### src/rtl/video_src_gen.sv
// Raster test-pattern source for the scaler input port; outputs lag the counters by 1 cycle.
// Free-running once started (no backpressure); en=0 finishes the current frame before idling.
module video_src_gen #(
  parameter int DATA_WIDTH      = 16,
  parameter int INPUT_RES_WIDTH = 11
) (
  input  logic                       clk,
  input  logic                       rst,
  input  logic                       en,
  input  logic [INPUT_RES_WIDTH-1:0] xRes,
  input  logic [INPUT_RES_WIDTH-1:0] yRes,
  input  logic [INPUT_RES_WIDTH-1:0] hBlank,
  input  logic [INPUT_RES_WIDTH-1:0] vBlank,
  input  logic [1:0]                 patSel,
  output logic [DATA_WIDTH-1:0]      dOut,
  output logic                       dOutEn,
  output logic                       HS,
  output logic                       VS,
  output logic                       frameDone
);

  localparam int RW = INPUT_RES_WIDTH;
  localparam int DW = DATA_WIDTH;

  typedef enum logic [1:0] {
    S_IDLE  = 2'd0,
    S_RUN   = 2'd1,
    S_DRAIN = 2'd2
  } state_t;

  state_t          state_q, state_d;
  logic [RW-1:0]   hcnt_q, hcnt_d;
  logic [RW-1:0]   vcnt_q, vcnt_d;
  logic [RW-1:0]   xres_q, xres_d;
  logic [RW-1:0]   yres_q, yres_d;
  logic [RW-1:0]   hb_q, hb_d;
  logic [RW-1:0]   vb_q, vb_d;
  logic [1:0]      pat_q, pat_d;
  logic [DW-1:0]   frame_cnt_q, frame_cnt_d;
  logic [DW-1:0]   dout_q, dout_d;
  logic            dout_en_q, dout_en_d;
  logic            hs_q, hs_d;
  logic            vs_q, vs_d;
  logic            frame_done_q, frame_done_d;

  logic            size_ok;
  logic [RW-1:0]   hb_in, vb_in;
  logic [RW:0]     h_end, v_end;
  logic            h_last, v_last, frame_end;
  logic            counting, active;
  logic [DW-1:0]   pix;

  // Blanking of zero is promoted to one so HS/VS always get at least one cycle/line.
  always_comb begin
    size_ok  = (xRes != '0) && (yRes != '0);
    hb_in    = (hBlank == '0) ? RW'(1) : hBlank;
    vb_in    = (vBlank == '0) ? RW'(1) : vBlank;
    h_end    = {1'b0, xres_q} + {1'b0, hb_q} - (RW+1)'(1);
    v_end    = {1'b0, yres_q} + {1'b0, vb_q} - (RW+1)'(1);
    h_last   = ({1'b0, hcnt_q} == h_end);
    v_last   = ({1'b0, vcnt_q} == v_end);
    frame_end = h_last && v_last;
    counting = (state_q != S_IDLE);
    active   = counting && (hcnt_q < xres_q) && (vcnt_q < yres_q);
  end

  always_comb begin
    pix = '0;
    case (pat_q)
      2'd0:    pix = DW'(hcnt_q);
      2'd1:    pix = DW'(vcnt_q);
      2'd2:    pix = (hcnt_q[3] ^ vcnt_q[3]) ? {DW{1'b1}} : '0;
      default: pix = frame_cnt_q;
    endcase
  end

  always_comb begin
    dout_d       = active ? pix : '0;
    dout_en_d    = active;
    hs_d         = counting && (hcnt_q >= xres_q);
    vs_d         = counting && (vcnt_q >= yres_q);
    frame_done_d = counting && frame_end;
  end

  // Sequencing: shadows only load on entry from IDLE and at frame boundaries.
  always_comb begin
    state_d     = state_q;
    hcnt_d      = hcnt_q;
    vcnt_d      = vcnt_q;
    xres_d      = xres_q;
    yres_d      = yres_q;
    hb_d        = hb_q;
    vb_d        = vb_q;
    pat_d       = pat_q;
    frame_cnt_d = frame_cnt_q;

    case (state_q)
      S_IDLE: begin
        hcnt_d = '0;
        vcnt_d = '0;
        if (en && size_ok) begin
          xres_d  = xRes;
          yres_d  = yRes;
          hb_d    = hb_in;
          vb_d    = vb_in;
          pat_d   = patSel;
          state_d = S_RUN;
        end
      end
      S_RUN, S_DRAIN: begin
        state_d = en ? S_RUN : S_DRAIN;
        if (frame_end) begin
          hcnt_d      = '0;
          vcnt_d      = '0;
          frame_cnt_d = frame_cnt_q + DW'(1);
          if (en && size_ok) begin
            xres_d  = xRes;
            yres_d  = yRes;
            hb_d    = hb_in;
            vb_d    = vb_in;
            pat_d   = patSel;
            state_d = S_RUN;
          end else begin
            state_d = S_IDLE;
          end
        end else if (h_last) begin
          hcnt_d = '0;
          vcnt_d = vcnt_q + RW'(1);
        end else begin
          hcnt_d = hcnt_q + RW'(1);
        end
      end
      default: state_d = S_IDLE;
    endcase
  end

  always_ff @(posedge clk or negedge rst) begin
    if (!rst) begin
      state_q      <= S_IDLE;
      hcnt_q       <= '0;
      vcnt_q       <= '0;
      xres_q       <= '0;
      yres_q       <= '0;
      hb_q         <= '0;
      vb_q         <= '0;
      pat_q        <= '0;
      frame_cnt_q  <= '0;
      dout_q       <= '0;
      dout_en_q    <= 1'b0;
      hs_q         <= 1'b0;
      vs_q         <= 1'b0;
      frame_done_q <= 1'b0;
    end else begin
      state_q      <= state_d;
      hcnt_q       <= hcnt_d;
      vcnt_q       <= vcnt_d;
      xres_q       <= xres_d;
      yres_q       <= yres_d;
      hb_q         <= hb_d;
      vb_q         <= vb_d;
      pat_q        <= pat_d;
      frame_cnt_q  <= frame_cnt_d;
      dout_q       <= dout_d;
      dout_en_q    <= dout_en_d;
      hs_q         <= hs_d;
      vs_q         <= vs_d;
      frame_done_q <= frame_done_d;
    end
  end

  assign dOut      = dout_q;
  assign dOutEn    = dout_en_q;
  assign HS        = hs_q;
  assign VS        = vs_q;
  assign frameDone = frame_done_q;

endmodule

### config.mk
export PLATFORM = sky130hd
export DESIGN_NAME = video_src_gen
export DESIGN_NICKNAME = d
export VERILOG_FILES = /design/src/rtl/video_src_gen.sv
export SDC_FILE = /design/constraint.sdc
export NUM_CORES = 1
export LEC_CHECK = 0
export ABC_AREA = 1
export BUFFER_PORTS_ARGS = -buffer_cell sky130_fd_sc_hd__buf_4
export CORE_ASPECT_RATIO = 0.6
export CORE_MARGIN = 2
export CORE_UTILIZATION = 50
export CTS_CLUSTER_SIZE = 8
export DETAILED_ROUTE_END_ITERATION = 16
export HOLD_SLACK_MARGIN = 0.12
export PLACE_DENSITY_LB_ADDON = 0.25
export SLEW_MARGIN = 10
export SYNTH_ARGS = -nofsm -noshare
export SYNTH_HDL_FRONTEND = slang
export SYNTH_SLANG_ARGS = --single-unit
### constraint.sdc
create_clock -name clk -period 8.19 [get_ports clk]
set_input_delay 0.4095 -clock clk [delete_from_list [all_inputs] [get_ports clk]]
set_output_delay 0.4095 -clock clk [all_outputs]
set_load 0.02 [all_outputs]
## Word level (Yosys, flattened, before mapping)

Cells that the tools add are included.

| cells by class | value |
|---|---|
| add/subtract/negate cells | 7 |
| magnitude comparators | 4 |
| eq/ne operators | 9 |
| muxes and demuxes | 31 |
| bitwise operators | 1 |
| reductions and logical operators | 20 |

Operators by type and width:

| operator | number |
|---|---|
| $mux 11 | 14 |
| $pmux 11 s2 | 6 |
| $pmux 16 s3 | 1 |
| $mux 16 | 2 |
| $add 11x11->12 | 2 |
| $eq 11x12->1 | 2 |
| $sub 12x1->12 const B | 2 |
| $add 11x1->11 const B | 2 |
| $ge 11x11->1 | 2 |
| $logic_not 11->1 | 2 |
| $lt 11x11->1 | 2 |
| $reduce_bool 11->1 | 2 |
| $add 16x1->16 const B | 1 |
| $mux 2 | 5 |
| $logic_and 1x1->1 | 8 |
| $pmux 2 s2 | 2 |
| $reduce_and 2->1 | 3 |
| $eq 2x1->1 const B | 2 |
| $eq 2x2->1 const B | 2 |
| $logic_not 2->1 | 2 |
| $ne 2x2->1 const B | 2 |
| $reduce_bool 2->1 | 2 |
| $ne 3x3->1 const B | 1 |
| $reduce_or 2->1 | 1 |
| 2 further kinds | 2 |

| storage, ports and cells | value |
|---|---|
| bits in registers | 106 |
| input bits | 49 |
| output and inout port bits | 20 |
| logic and storage cells | 86 |

## Logic depth before layout (Yosys ltp)

Gate-level depths: netlist (run 1).

| depth | value |
|---|---|
| depth in word-level cells | 6 |
| mapped depth | 23 |
| mapped depth without buffers | 22 |

## Worst setup path after synthesis (run 1)

No wires, ideal clock.

| timing path | value |
|---|---|
| path type | register -> register |
| start | register yres_q[1] |
| end | register pat_q[0] |
| setup time | 0.117 ns |
| arrival time | 2.722 ns |
| data required time | 8.073 ns |
| path slack | 5.352 ns |
| stages on the path, launching flop included | 20 |
| buffers on the path | 1 |
| period minus slack after synthesis | 2.838 ns |
| path through | dfrtp_1 -> inv_1 -> ha_1 -> inv_1 -> ha_1 -> inv_1 -> fa_1 -> xor2_1 -> nand3_1 -> nor2_1 -> nand3_1 -> nor2_1 -> nand3_1 -> nor2_2 -> nand3_4 -> nand2_4 -> nand2_4 -> buf_6 -> nand2_1 -> nand2_1 |

| on the way | value |
|---|---|
| cells in the longest elaborated chain, start to end | 6 |

Ends and longest elaborated chain:

| element | RTL line | source |
|---|---|---|
| start: declaration | 35 | `logic [RW-1:0] yres_q, yres_d;` |
| start signal: assignment | 158 | `yres_q <= yres_d;` |
| $add 11x11->12 | 59 | `v_end = {1'b0, yres_q} + {1'b0, vb_q} - (RW+1)'(1);` |
| $sub 12x1->12 | 59 |  |
| $eq 11x12->1 | 61 | `v_last = ({1'b0, vcnt_q} == v_end);` |
| $logic_and 1x1->1 | 62 | `frame_end = h_last && v_last;` |
| $ne 2x2->1 (no source line) | n/a |  |
| $reduce_and 2->1 (no source line) | n/a |  |
| end signal: assignment | 161 | `pat_q <= pat_d;` |
| end: declaration | 38 | `logic [1:0] pat_q, pat_d;` |

No other way between the ends.
A chain may end at the register's enable or synchronous reset.

## Final worst setup path (run 1)

| timing path | value |
|---|---|
| start | register xres_q[1] |
| end | register yres_q[3] |

| on the way | value |
|---|---|
| cells in the longest elaborated chain, start to end | 6 |

Ends and longest elaborated chain:

| element | RTL line | source |
|---|---|---|
| start: declaration | 34 | `logic [RW-1:0] xres_q, xres_d;` |
| start signal: assignment | 157 | `xres_q <= xres_d;` |
| $add 11x11->12 | 58 | `h_end = {1'b0, xres_q} + {1'b0, hb_q} - (RW+1)'(1);` |
| $sub 12x1->12 | 58 |  |
| $eq 11x12->1 | 60 | `h_last = ({1'b0, hcnt_q} == h_end);` |
| $logic_and 1x1->1 | 62 |  |
| $ne 2x2->1 (no source line) | n/a |  |
| $reduce_and 2->1 (no source line) | n/a |  |

No other way between the ends.

==> metrics.md, run 1 <==
| Metric | Value |
|---|---|
| Int Power | `1.76 mW` |
| Number of global-route vias before repair | `6461` |
| Clock power frac | `0.116` |
| DP HPWL | `15.7 mm` |
| Total track usage | `0.260` |
| Max Slew Vio Count | `0` |
| TNS Setup | `0 ns` |
| Startpoint class of the critical path | `register` |
| Reg-to-Reg Start | `xres_q[1]$_DFFE_PN0P_` |
| Worst Setup End Kind | `register` |
| First drt pass iteration count | `5` |
| P_sw | `1.95 mW` |
| First-pass GRT wire length | `33.5 mm` |
| Post-route minimum period | `3.89 ns` |
| Critical path required time | `8.43 ns` |
| Clk buf depth | `2` |
| Sw Share | `0.525` |
| Mapped cell area | `7750 um^2` |
| DRC errors left | `0` |
| Mapped Nets | `1192` |
| CTS H-Tree Depth | `3` |
| Relative slew margins | `0.345` |
| Layout cell share with drive strength beyond 1 | `0.0996` |
| R2r worst-path depth | `20` |
| Iteration-0 DRC Markers | `646` |
| Post-cts resize count | `0` |
| Combinational Power Share | `0.678` |
| Routed length per placed instance | `14.9 um` |
| RR Endpoint | `yres_q[3]$_DFFE_PN0P_` |
| Initial antenna violation count | `0` |
| Worst path arrival time | `4.13 ns` |
| Post-CTS Setup Bufs | `0` |
| Antenna cells | `0` |
| Main synth FF type | `dfrtp_1` |
| Top cell type's share of synthesized area | `0.342` |
| Pre-CTS WS | `4.38 ns` |
| Via/cell ratio | `5.20` |
| Pwr/cell area | `430 nW/um^2` |
| Largest net degree at the start of global routing | `75` |
| Syn-to-layout area delta | `11.3%` |
| Fin. Hold Viols | `0` |
| Die H | `100 um` |
| EDFF count, synth | `0` |
| FFs w/ async S/R, synth | `1.00` |
| # setup viols final | `0` |
| Die X-Extent | `165 um` |
| Die area | `16500 um^2` |
| Clock transition at the registers of the reported paths | `0.08 ns` |
| Total gr overflow | `0` |
| Crit path kind | `reg2reg` |
| # IOs | `69` |
| Mean Syn Cell Area | `7.23 um^2` |
| Initial Utilization | `0.509` |
| Routed WL | `20.0 mm` |
| Register area share after synthesis | `0.342` |
| Number of routed nets with antenna violations | `0` |
| Final WS setup | `4.30 ns` |
| Hold_buf cts | `1` |
| Seq pwr share | `0.206` |
| Clock root buffer | `clkbuf_16` |
| Yosys reg bits | `106` |
| Synth unique cells | `41` |
| Num rows | `35` |
| Commonest cells after routing, fill and taps aside | `nand2_1 (310), inv_1 (191), dfrtp_1 (106)` |
| Power Total | `3.71 mW` |
| Hold crit path type | `in2reg` |
| # Max-Cap Violations | `0` |
| Setup Skew | `0.0106 ns` |
| Nets | `1250` |
| IO Port Bufs | `68` |
| Fin crit share | `0.475` |
| Commonest non-fill, non-tap cell in the layout | `nand2_1` |
| DR vias | `6964` |
| Leak Pwr | `4.69 nW` |
| Gpl congestion | `0.901` |
| Max rail drop VDD | `0.320 mV` |
| CTS Sinks | `106` |
| Core footprint | `15200 um^2` |
| Reg-to-reg slack, setup | `4.30 ns` |
| Worst-Margin Slew | `0.983 ns` |
| Hold EP | `vb_q[9]$_DFFE_PN0P_` |
| RSZ-0062 raised after global routing | `no` |
| Cts bufs inserted | `9` |
| Max Freq | `0.257 GHz` |
| Post-Syn Instances | `1072` |
| Syn. warnings | `0` |
| Area leader, netlist | `dfrtp_1` |
| WHS Path Cells | `3` |
| CTS tree | `done` |
| Hold path startpoint | `vBlank[9]` |
| Worst Path Max Fanout | `47` |
| Outcome | `finished clean` |
| Synth top area cells | `dfrtp_1 (34%), nand2_1 (15%), ha_1 (11%), inv_1 (9.2%), nand3_1 (6.7%)` |
| Skew-Pair Late Insertion Delay | `0.36 ns` |
-- area by class of cell --
class | count | area (um^2)
Fill cell | 1460 | 6620
Tap cell | 203 | 254
Sequential cell | 106 | 2650
Multi-Input combinational cell | 746 | 4160
Clock buffer | 10 | 229
Inverter | 195 | 732
Clock inverter | 6 | 58.8
Timing Repair Buffer | 72 | 543
-- cell usage after synthesis, types with 3 or more instances --
master / count
inv_2: 3
nand3_1: 104
buf_12: 5
nand3_2: 6
clkbuf_1: 11
inv_1: 191
xor2_1: 24
a21o_1: 3
nor4_1: 14
nand2_2: 8
nand2_1: 310
nand4_1: 11
o22ai_1: 24
ha_1: 69
xnor2_1: 14
buf_6: 4
nor2_1: 53
nor3_1: 27
dfrtp_1: 106
a21oi_1: 20
o21ai_0: 36
-- worst max-delay path by stage --
stage,startpoint,endpoint,slack [ns]
2_1_floorplan,yres_q[1]$_DFFE_PN0P_,pat_q[0]$_DFFE_PN0P_,5.35
3_3_place_gp,yres_q[1]$_DFFE_PN0P_,vb_q[1]$_DFFE_PN0P_,4.45
3_5_place_dp,yres_q[1]$_DFFE_PN0P_,vb_q[4]$_DFFE_PN0P_,4.38
4_1_cts,xres_q[1]$_DFFE_PN0P_,yres_q[3]$_DFFE_PN0P_,4.32
5_1_grt,xres_q[1]$_DFFE_PN0P_,vb_q[1]$_DFFE_PN0P_,3.97
6_report,xres_q[1]$_DFFE_PN0P_,yres_q[3]$_DFFE_PN0P_,4.30
-- stage by stage --
step	area (um^2)	instances	hold WS (ns)	util
2_1_floorplan	7750	1072	0.114	-
3_3_place_gp	8330	1321	0.368	0.546
3_5_place_dp	8330	1321	0.369	0.546
4_1_cts	8620	1338	0.284	0.566
5_1_grt	8620	1338	0.284	0.566
6_report	8620	1338	0.285	0.566
-- power by group through the flow --
stage               Combinational (mW)  Sequential (mW)  Clock [mW]
finish                            2.52            0.765       0.429
floorplan                         1.98            0.764           0
global placement                  2.43            0.770           0
global route                      2.91            0.780       0.459
detailed placement                2.47            0.770           0
CTS                               2.49            0.761       0.437
-- sequential cells by signal, summed over array words and instances (netlist names), 11 cells and up --
register     flops
hcnt_q          11
vb_q            11
vcnt_q          11
yres_q          11
hb_q            11
xres_q          11
dOut            16
frame_cnt_q     16
-- routing by layer --
layer  routed length, um  vias to the layer above  GRT usage
li1                    -                     3540          -
met4                 116                        0     0.0381
met2                7740                      229      0.359
met3                1640                       12     0.0504
met1               10500                     3183      0.423
met5                   0                        -          0
-- cells by family after synthesis --
kind of cell / after synthesis / synth area share
XOR/XNOR: 38 / 0.0429
AO/OA/AOI/OAI: 94 / 0.0689
adder cells (fa/ha/maj): 71 / 0.117
buffers and inverters: 220 / 0.123
AND/OR/NAND/NOR: 543 / 0.307
flip-flops: 106 / 0.342
-- critical path: stages (launching register included) --
cell,delay (ns)
dfrtp_1,0.36
inv_1,0.06
ha_1,0.28
inv_1,0.06
ha_1,0.20
inv_1,0.07
fa_1,0.47
inv_1,0.09
nand2_1,0.05
nand2_1,0.06
nand3_1,0.09
nor2_1,0.12
nand3_1,0.10
nor2_2,0.12
nand3_2,0.10
nor2_4,0.25
nand3_4,0.14
nand2_4,0.41
nand2_4,0.42
nand2_1,0.18
nand2_1,0.08
No activity file was read; power rests on OpenSTA's default activity.
==> run 2, diff against run 1 <==
Clock period 8.19 ns to 3.4 ns, I/O delays scaled along.
==> run 2 against run 1 <==
Effect of this change:
- core utilization increased by 6.0 points
- non-clock buffer count is 60 higher
- die area unchanged
- setup slack got worse by 4.2 ns
- global-route usage rose by 1.3 points
- via count increased by 10%
- combinational power rose to 2.8 times the previous value
- largest cell class unchanged
==> metrics.md, run 2 (synthesis gave the netlist of run 1 again) <==
| Metric | Value |
|---|---|
| DRC errors left | `0` |
| Worst Path Max Fanout | `11` |
| Clock root buffer | `clkbuf_16` |
| First drt pass iteration count | `5` |
| Clock transition at the registers of the reported paths | `0.08 ns` |
| Critical path buffers and inverters | `5` |
| Max Slew Vio Count | `0` |
| R2r worst-path depth | `22` |
| Reg-to-reg slack, setup | `0.07 ns` |
| Worst-Margin Slew | `0.905 ns` |
| Critical path required time | `3.64 ns` |
| WP depth | `22` |
| Pre-CTS WS | `-0.107 ns` |
| Max Freq | `0.300 GHz` |
| Worst Setup End Kind | `register` |
| Nets | `1318` |
| Non-filler cells, final | `1406` |
| Worst path arrival time | `3.57 ns` |
| Max rail drop VDD | `0.723 mV` |
| Critical path's top delay family | `simple AND/OR/NAND/NOR gates` |
| Commonest non-fill, non-tap cell in the layout | `nand2_1` |
| Syn-to-layout area delta | `23.1%` |
| # Max-Cap Violations | `0` |
| Leak Pwr | `5.02 nW` |
| Via/cell ratio | `5.46` |
| Initial antenna violation count | `0` |
| Pwr/cell area | `1040 nW/um^2` |
| CTS tree | `done` |
| Num rows | `35` |
| Inst Count DP | `1328` |
| Fin crit share | `0.980` |
| First-pass GRT wire length | `35.1 mm` |
| Commonest cells after routing, fill and taps aside | `nand2_1 (302), inv_1 (185), dfrtp_1 (106)` |
| Iteration-0 DRC Markers | `828` |
| # setup viols final | `0` |
| Hold path startpoint | `vBlank[0]` |
| Worst path max stage delay | `0.41 ns` |
| Crit path kind | `reg2reg` |
| Layout cell share with drive strength beyond 1 | `0.140` |
| Power Total | `9.96 mW` |
| Cell mode on critical path | `nand2_1` |
| Total gr overflow | `0` |
| Setup Skew | `0.0104 ns` |
| Clk buf depth | `2` |
| Cts bufs inserted | `9` |
| Reg-to-Reg Start | `yres_q[1]$_DFFE_PN0P_` |
| Largest net degree at the start of global routing | `72` |
| Die H | `100 um` |
| Routed length per placed instance | `16.9 um` |
| Startpoint class of the critical path | `register` |
| Antenna cells | `0` |
| Post-route minimum period | `3.33 ns` |
| Die X-Extent | `165 um` |
| DR vias | `7673` |
| Outcome | `finished clean` |
| Critical path launch point | `yres_q[1]$_DFFE_PN0P_` |
| Total track usage | `0.274` |
| # IOs | `69` |
| RR Endpoint | `vb_q[1]$_DFFE_PN0P_` |
| Relative slew margins | `0.397` |
| Fin. Hold Viols | `0` |
| Core footprint | `15200 um^2` |
| Critical Path Sink | `vb_q[1]$_DFFE_PN0P_` |
| Gpl congestion | `0.922` |
| RSZ-0062 raised after global routing | `yes` |
| IO Port Bufs | `68` |
| Die area | `16500 um^2` |
| DP HPWL | `16.2 mm` |
| CTS H-Tree Depth | `3` |
| Final WS setup | `0.0682 ns` |
| Skew-Pair Late Insertion Delay | `0.36 ns` |
| CP Cell Sequence | `inv_2, ha_4, inv_2, ha_4, inv_2, fa_2, inv_1, nand3_1, nand2_2, nand2_1, nand2_1, nand2_1, nand2_1, inv_1, nor2_1, nand3_2, nor2_4, nand3_4, nand2_8, nand2_8, nand2_1, nand2_1` |
| Slowest cell on the critical path | `dfrtp_1` |
| Number of routed nets with antenna violations | `0` |
| Initial Utilization | `0.509` |
| Number of global-route vias before repair | `6767` |
| CTS Sinks | `106` |
| Routed WL | `23.8 mm` |
| Hold crit path type | `in2reg` |
| Post-layout util | `0.626` |
-- run 2: cell types whose count changed in the layout (fill, tap and decap cells not counted), moves of 4 or more --
cell,before,now
nand3_2,6,13
nand3_1,104,97
ha_1,69,65
nand2_2,8,14
inv_1,191,185
nand2_1,310,302
inv_2,3,9
nand2_8,0,8
buf_4,71,82
dlygate4sd3_1,1,45
-- run 2: repair_timing --
action                                  CTS  global route
hold buffers                             42             3
hold endpoints to repair                110             3
gates resized for setup                   3            47
buffers inserted                          0             8
pin swaps                                 1            25
cloned                                    1             8
endpoints found under the setup margin   46            74
-- run 2: worst min path at each step --
stage                                 end  slack [ns]  depth (start not counted)
detailed placement  vcnt_q[7]$_DFFE_PN0P_        0.35                          1
finish                vb_q[0]$_DFFE_PN0P_        0.16                          4
global placement    vcnt_q[7]$_DFFE_PN0P_        0.36                          1
CTS                 yres_q[8]$_DFFE_PN0P_        0.12                          3
floorplan                    HS$_DFF_PN0_       -0.13                          0
global route          vb_q[0]$_DFFE_PN0P_        0.18                          4
-- run 2: where the power goes --
group          switching, mW  internal [mW]
combinational           4.49           2.51
clock                  0.566          0.534
sequential             0.260           1.60
total                   5.32           4.64
-- run 2: worst register-to-register path: stages (launching register included) --
cell,delay (ns)
dfrtp_1,0.41
inv_2,0.09
ha_4,0.20
inv_2,0.07
ha_4,0.13
inv_2,0.04
fa_2,0.40
inv_1,0.13
nand3_1,0.12
nand2_2,0.13
nand2_1,0.09
nand2_1,0.06
nand2_1,0.05
nand2_1,0.07
inv_1,0.08
nor2_1,0.12
nand3_2,0.10
nor2_4,0.18
nand3_4,0.21
nand2_8,0.23
nand2_8,0.12
nand2_1,0.12
nand2_1,0.07
-- run 2: through the flow --
step	hold slack (ns)	TNS, ns	instance area [um^2]
5_1_grt	0.176	-1.91	9540
3_3_place_gp	0.360	-1.04	8380
6_report	0.157	0	9540
3_5_place_dp	0.353	-3.94	8380
4_1_cts	0.121	0	9150
2_1_floorplan	-0.126	0	7750
-- run 2: final cells by class --
type	count	area (um^2)
inverters	195	732
well taps	203	254
flip-flops and latches	106	2650
fillers	1300	5700
multi-input cells	754	4440
clock buffers	9	225
clock inverters	7	91.3
repair buffers	132	1150
-- run 2: layer usage --
| layer | share of wire | GRT usage | up-vias |
|---|---|---|---|
| met5 | 0 | 0 | - |
| met3 | 0.11 | 0.0607 | 44 |
| met2 | 0.40 | 0.388 | 390 |
| li1 | - | - | 3687 |
| met4 | 0.015 | 0.0388 | 0 |
| met1 | 0.47 | 0.431 | 3552 |
==> run 3, diff against run 2 <==
Settings changed: CORE_ASPECT_RATIO 0.6 to 0.5.
==> run 3 against run 2 <==
Effect of this change:
- fmax grew 0.73%
- clock power fell by 6%
- largest cell class unchanged
- worst hold slack lost 0.015 ns
- count of clock-buffer cells in the layout up 1
- critical path depth is 4 lower
- combinational power decreased by 4.4%
- setup slack better by 0.024 ns
- die area increased by 0.16%
==> metrics.md, run 3 (synthesis gave the netlist of run 1 again) <==
| Metric | Value |
|---|---|
| Max Freq | `0.302 GHz` |
| CTS tree | `done` |
| Die H | `92.0 um` |
| Clock power frac | `0.108` |
| Critical path buffers and inverters | `4` |
| Worst path arrival time | `3.59 ns` |
| P_sw | `4.91 mW` |
| Number of routed nets with antenna violations | `0` |
| Total gr overflow | `0` |
| Commonest cells after routing, fill and taps aside | `nand2_1 (308), inv_1 (185), dfrtp_1 (106)` |
| Num rows | `32` |
| Antenna cells | `0` |
| Setup Skew | `0.0147 ns` |
| Fin. Hold Viols | `0` |
| Via/cell ratio | `5.32` |
| Fin crit share | `0.973` |
| Max rail drop VDD | `0.489 mV` |
| Initial Utilization | `0.507` |
| Routed WL | `22.3 mm` |
| # IOs | `69` |
| Die X-Extent | `180 um` |
| Cell Area, Placed | `8420 um^2` |
| TNS Setup | `0 ns` |
| Total track usage | `0.258` |
| Inst Count DP | `1332` |
| Clock transition at the registers of the reported paths | `0.08 ns` |
| # setup viols final | `0` |
| First-pass GRT wire length | `34.5 mm` |
| Non-filler cells, final | `1409` |
| DP HPWL | `15.2 mm` |
| Hold crit path type | `in2reg` |
| Leak Pwr | `5.02 nW` |
| Initial antenna violation count | `0` |
| Outcome | `finished clean` |
| IO Port Bufs | `68` |
| Clk buf depth | `2` |
| Clock root buffer | `clkbuf_16` |
| Crit path kind | `reg2reg` |
| Critical path required time | `3.69 ns` |
| Cts bufs inserted | `9` |
| Power Total | `9.53 mW` |
| Die area | `16600 um^2` |
| First drt pass iteration count | `5` |
| Commonest non-fill, non-tap cell in the layout | `nand2_1` |
| Worst Path Max Fanout | `6` |
| # Max-Cap Violations | `0` |
| Nets | `1321` |
| DRC errors left | `0` |
| Combinational Power Share | `0.702` |
| Gpl congestion | `0.936` |
| Worst path max stage delay | `0.52 ns` |
| Int Power | `4.62 mW` |
| Worst-Margin Slew | `1.07 ns` |
| Post-route minimum period | `3.31 ns` |
| Iteration-0 DRC Markers | `643` |
| Filler Cell Count | `1332` |
| Pre-CTS WS | `-0.0260 ns` |
| Pwr/cell area | `1010 nW/um^2` |
| Max Slew Vio Count | `0` |
| Number of global-route vias before repair | `7211` |
| Syn-to-layout area delta | `22.2%` |
| CP Cell Sequence | `inv_1, ha_1, inv_2, ha_4, inv_1, fa_2, xor2_1, nand3_1, nor2_2, nand3_2, nor2_4, nand3_2, nor2_4, nand3_4, nand2_8, clkbuf_16, nand3_1, nand2_1` |
| Sw Share | `0.515` |
| CTS Sinks | `106` |
| Worst Setup End Kind | `register` |
| WHS | `0.142 ns` |
| Largest net degree at the start of global routing | `77` |
| Routed length per placed instance | `15.8 um` |
| Skew-Pair Late Insertion Delay | `0.36 ns` |
| DR vias | `7491` |
| Startpoint class of the critical path | `register` |
| Design Area, Final | `9480 um^2` |
| Final WS setup | `0.0925 ns` |
| Critical path's top delay family | `simple AND/OR/NAND/NOR gates` |
| Relative slew margins | `0.290` |
| Seq pwr share | `0.190` |
| CTS H-Tree Depth | `3` |
| Core footprint | `15300 um^2` |
| Slowest cell on the critical path | `fa_2` |
| Layout cell share with drive strength beyond 1 | `0.131` |
| Post-layout util | `0.620` |
==> run 3: changes by cell type in the layout (fill, tap and decap cells not counted), moves of 3 or more <==
cell,delta
ha_1,+3
clkinv_8,-3
buf_4,+4
nand2_8,-3
nand2_2,-4
nand3_1,+3
nand3_2,-3
nand2_1,+6
==> run 3: path summary, 6_finish.rpt <==
path	startpoint	end	slack (ns)	cells past startpoint
worst max-delay path	vb_q[1]$_DFFE_PN0P_	yres_q[0]$_DFFE_PN0P_	0.09	18
worst min-delay path	hBlank[0]	hb_q[0]$_DFFE_PN0P_	0.14	4
worst max register to register	vb_q[1]$_DFFE_PN0P_	yres_q[0]$_DFFE_PN0P_	0.09	18
worst min register to register	hb_q[7]$_DFFE_PN0P_	hb_q[7]$_DFFE_PN0P_	0.48	2
max in group asynchronous	rst	frame_cnt_q[15]$_DFFE_PN0P_	2.01	3
min in group asynchronous	rst	yres_q[9]$_DFFE_PN0P_	0.54	2
==> run 3: worst min-delay path, stage by stage <==
cell and delay, ns:
buf_4 0.09, a31o_2 0.09, nand3_2 0.06, nand2_1 0.06
==> run 3: area by class of cell <==
cell class | count | area [um^2] | share of cell area
Inverter | 195 | 736 | 0.0776
Tap cell | 204 | 255 | 0.0269
Clock inverter | 5 | 46.3 | 0.00489
Sequential cell | 106 | 2650 | 0.280
Timing Repair Buffer | 138 | 1230 | 0.130
Multi-Input combinational cell | 751 | 4320 | 0.456
Clock buffer | 10 | 239 | 0.0252
==> run 3: repair_timing <==
action | 4_1_cts | 5_1_grt
endpoints found under the setup margin | 46 | 72
hold endpoints to repair | 117 | 1
setup buffers | 0 | 6
gates cloned | 0 | 11
resized for setup | 1 | 26
pin swaps | 0 | 17
hold buffers | 44 | 1
==> run 3: routing by layer <==
layer | vias up | routed length [um] | GRT usage
met5 | - | 0 | 0
met2 | 240 | 10200 | 0.440
li1 | 3685 | - | -
met1 | 3521 | 10100 | 0.335
met3 | 45 | 1530 | 0.0584
met4 | 0 | 474 | 0.0652
==> run 3: power groups by stage <==
stage | clock network (mW) | logic [mW] | registers, mW
6_report | 1.03 | 6.69 | 1.81
5_1_grt | 1.10 | 7.63 | 1.85
4_1_cts | 1.05 | 6.09 | 1.80
3_5_place_dp | 0 | 5.99 | 1.82
3_3_place_gp | 0 | 5.82 | 1.82
2_1_floorplan | 0 | 4.76 | 1.84
